--- config.mk ---
export PLATFORM = sky130hd
export DESIGN_NAME = fsm4_seq_detector
export DESIGN_NICKNAME = d
export VERILOG_FILES = /design/src/rtl/fsm4_seq_detector.sv
export SDC_FILE = /design/constraint.sdc
export NUM_CORES = 1
export LEC_CHECK = 0
export BUFFER_PORTS_ARGS = -buffer_cell sky130_fd_sc_hd__buf_2
export CAP_MARGIN = 25
export CORE_AREA = 2 2 39 41
export CTS_CLUSTER_DIAMETER = 120
export DETAILED_ROUTE_END_ITERATION = 10
export DIE_AREA = 0 0 41 43
export PLACE_DENSITY = 0.31
export SLEW_MARGIN = 0
export SYNTH_ARGS = -nofsm -noshare
export SYNTH_HDL_FRONTEND = slang
export SYNTH_SLANG_ARGS = --single-unit
--- constraint.sdc ---
create_clock -name clk -period 1.71 [get_ports clk]
set_clock_uncertainty 0.15 [all_clocks]
set_input_delay 0.0855 -clock clk [delete_from_list [all_inputs] [get_ports clk]]
set_output_delay 0.0855 -clock clk [all_outputs]
set_load 0.05 [all_outputs]
--- src/rtl/fsm4_seq_detector.sv ---
// fsm4_seq_detector: serial "1011" sequence detector (Moore machine).
// dout is high for one cycle while the FSM sits in the hit state S4.
// OVERLAP=1 reuses the trailing "1" of a hit as a new prefix; OVERLAP=0 restarts the search.
// Optional feature macro: FSM4_MATCH_CNT_EN adds an 8-bit saturating hit counter (match_cnt).
module fsm4_seq_detector #(
    parameter int OVERLAP = 1
) (
    input  logic       clk,
    input  logic       rst,
    input  logic       seq,
`ifdef FSM4_MATCH_CNT_EN
    output logic [7:0] match_cnt,
`endif
    output logic       dout
);

    typedef enum logic [2:0] {
        S0 = 3'b000,  // nothing matched
        S1 = 3'b001,  // "1"
        S2 = 3'b010,  // "10"
        S3 = 3'b011,  // "101"
        S4 = 3'b100   // "1011" hit
    } state_t;

    state_t r_state;
    state_t w_next;

    // State register; synchronous reset has priority over the data bit.
    always_ff @(posedge clk) begin
        if (rst) begin
            r_state <= S0;
        end else begin
            r_state <= w_next;
        end
    end

    // Next-state logic; any code outside S0..S4 falls back to S0.
    always_comb begin
        w_next = S0;
        case (r_state)
            S0: w_next = seq ? S1 : S0;
            S1: w_next = seq ? S1 : S2;
            S2: w_next = seq ? S3 : S0;
            S3: w_next = seq ? S4 : S2;
            S4: begin
                if (seq) begin
                    w_next = S1;
                end else begin
                    w_next = (OVERLAP != 0) ? S2 : S0;
                end
            end
            default: w_next = S0;
        endcase
    end

    // Moore output decode from the registered state.
    always_comb begin
        dout = 1'b0;
        if (r_state == S4) begin
            dout = 1'b1;
        end
    end

`ifdef FSM4_MATCH_CNT_EN
    logic [7:0] r_match_cnt;

    // Hit counter: bumps on the edge entering S4 so it moves together with dout; saturates at 255.
    always_ff @(posedge clk) begin
        if (rst) begin
            r_match_cnt <= '0;
        end else if ((w_next == S4) && (r_match_cnt != 8'hFF)) begin
            r_match_cnt <= r_match_cnt + 8'd1;
        end
    end

    assign match_cnt = r_match_cnt;
`endif

endmodule

==> impl_metrics.toml <==
[route]
dr.first_iter.drc_count = 3
dr.pass1.iters = 2
wl_per_cell_um = 8.89
post-route-drc-count = 0
wl_um = 329
ant_nets = 0
avgViaCountPerCell = 3.68
vias = 136

[clock_network]
cts_inserted_buffers = 3
clockBufferDepth = 2
cts_tree = "done"
htree_levels = 1
postCtsSetupRepairBufs = 0
clk_latency_ns = 0.23
clk_pin_slew_ns = 0.04
cts_root_buf = "clkbuf_4"
cts_sinks = 3

[die]
die-area_um2 = 1760
io_pins = 4
initial_core_util = 0.0986
rows = 14
die_w_um = 41
die_h_um = 43
core_um2 = 1380

[setup_path]
cp-start-kind = "input port"
cp.arrival_ns = 1.40
critPathKind = "in -> reg"
cp_max_fo = 5
worstSetupEndpointType = "flip-flop"
critPathRequiredTime_ns = 1.72

[timing]
worst_pin_slew_ns = 0.247
min_period_over_period = 0.813
setup_tns_ns = 0
slew_headroom = 0.836
worst_slack_ns = 0.320
min_period_ns = 1.39
finalSetupViolCount = 0
max_freq_mhz = 719
slew_violations = 0
hold_ws_ns = 0.381
rsz0062_at_grt = "no"
hold_viol = 0

[flow_run]
cap_violations = 0

[synthesis]
syn-cell-area_um2 = 136
yosys_warnings = 0
yosys.area.top_type = "dfxtp_1"
avgSynthCellArea_um2 = 11.4
synth_seq_cells = 3
yosys-top-cells-area = "dfxtp_1 44%, nor3b_1 17%, or4bb_1 8.3%"
syn_inst = 12
ys_types = 8
synth_top_area_frac = 0.440
yosysSeqAreaShare = 0.440
synth_nets = 15

[final_layout]
design_area_um2 = 223
largest_reg_flops = 3
reg_top3 = "r_state x3"
antenna_cells = 0
syn2layout_area_growth_pct = 63.3
finalNetCount = 25
top_register = "r_state"
layout-drive-gt1-share = 0.333

[pwr]
vdd_drop_max_mv = 0.154
power.density_nw_per_um2 = 957
cellLeakagePower_nw = 0.0804

[placement]
placed_cell_area_um2 = 176
pre_cts_ws_ns = 0.485
gp_congestion = 0.547
portBuffers = 3

[global_routing]
grt_pass1_vias = 148
antenna_found_initial = 0
grt.overflow.total = 0
grt_max_degree = 7
grt_first_pass_wirelength_um = 496
grt_util_all_layers = 0.0491

[outcome]
status = "finished, final reports clean"

[worst_hold_path]
min-delay-path-class = "reg -> reg"
worst paths after layout:
check / startpoint / to / slack (ns) / depth (start not counted)
hold / removal: r_state[1] / r_state[2] / 0.38 / 2
setup reg to reg: r_state[0] / r_state[1] / 0.47 / 2
hold reg to reg: r_state[1] / r_state[2] / 0.38 / 2
setup / recovery: seq / r_state[1] / 0.32 / 4
per-layer routing:
layer | part of all wire | track usage | up-vias | wire, um
met5 | 0 | 0 | - | 0
li1 | - | - | 65 | -
met1 | 0.26 | 0.0224 | 71 | 87
met3 | 0 | 0.0157 | 0 | 0
met4 | 0 | 0.0800 | 0 | 0
met2 | 0.74 | 0.0844 | 0 | 242
through the flow:
step | std cells | utilization | total power [W]
6_report | 37 | 0.161 | 0.000213
5_1_grt | 37 | 0.161 | 0.000230
3_5_place_dp | 31 | 0.127 | 0.0000861
2_1_floorplan | 12 | - | 0.0000806
4_1_cts | 37 | 0.161 | 0.000220
3_3_place_gp | 31 | 0.127 | 0.0000854
synthesized netlist by cell type (all sizes together):
| library cell | instances |
|---|---|
| or4bb | 1 |
| nor3b | 3 |
| or4b | 1 |
| a31oi | 1 |
| maj3 | 1 |
| nand3b | 1 |
| or3b | 1 |
| dfxtp | 3 |
cell families after synthesis:
| group | synth area share |
|---|---|
| fa+ha+maj | 0.0734 |
| simple gates | 0.440 |
| compound gates | 0.0459 |
| flops | 0.440 |
worst max-delay path, stage by stage:
cell and delay, ns:
dlygate4sd3_1 0.53, buf_2 0.14, or4b_1 0.51, a31oi_1 0.13
power by group:
| group | leakage, nW | switching [W] | internal, W |
|---|---|---|---|
| clock network | 0.0150 | 0.0000373 | 0.0000875 |
| registers | 0.0245 | 0.00000324 | 0.0000727 |
| logic | 0.0408 | 0.00000445 | 0.00000796 |
area by class of cell:
class	count	area (um2)
clock buffers	4	26.3
fillers	165	1160
multi-input cells	9	81.3
flip-flops and latches	3	60.1
well taps	16	20.0
repair buffers	5	35.0
placed cells by master (no fill, tap or decap), types with 2 or more instances in the layout:
cell type      instances
dfxtp_1                3
dlygate4sd3_1          2
clkbuf_4               3
nor3b_1                2
buf_2                  3
timing repair:
action | in CTS | in global routing
hold buffers | 2 | 0
hold endpoints to repair | 3 | 0
resized for setup | 0 | 0
setup endpoints to repair | 0 | 0
(Power assumes the default switching activity.)
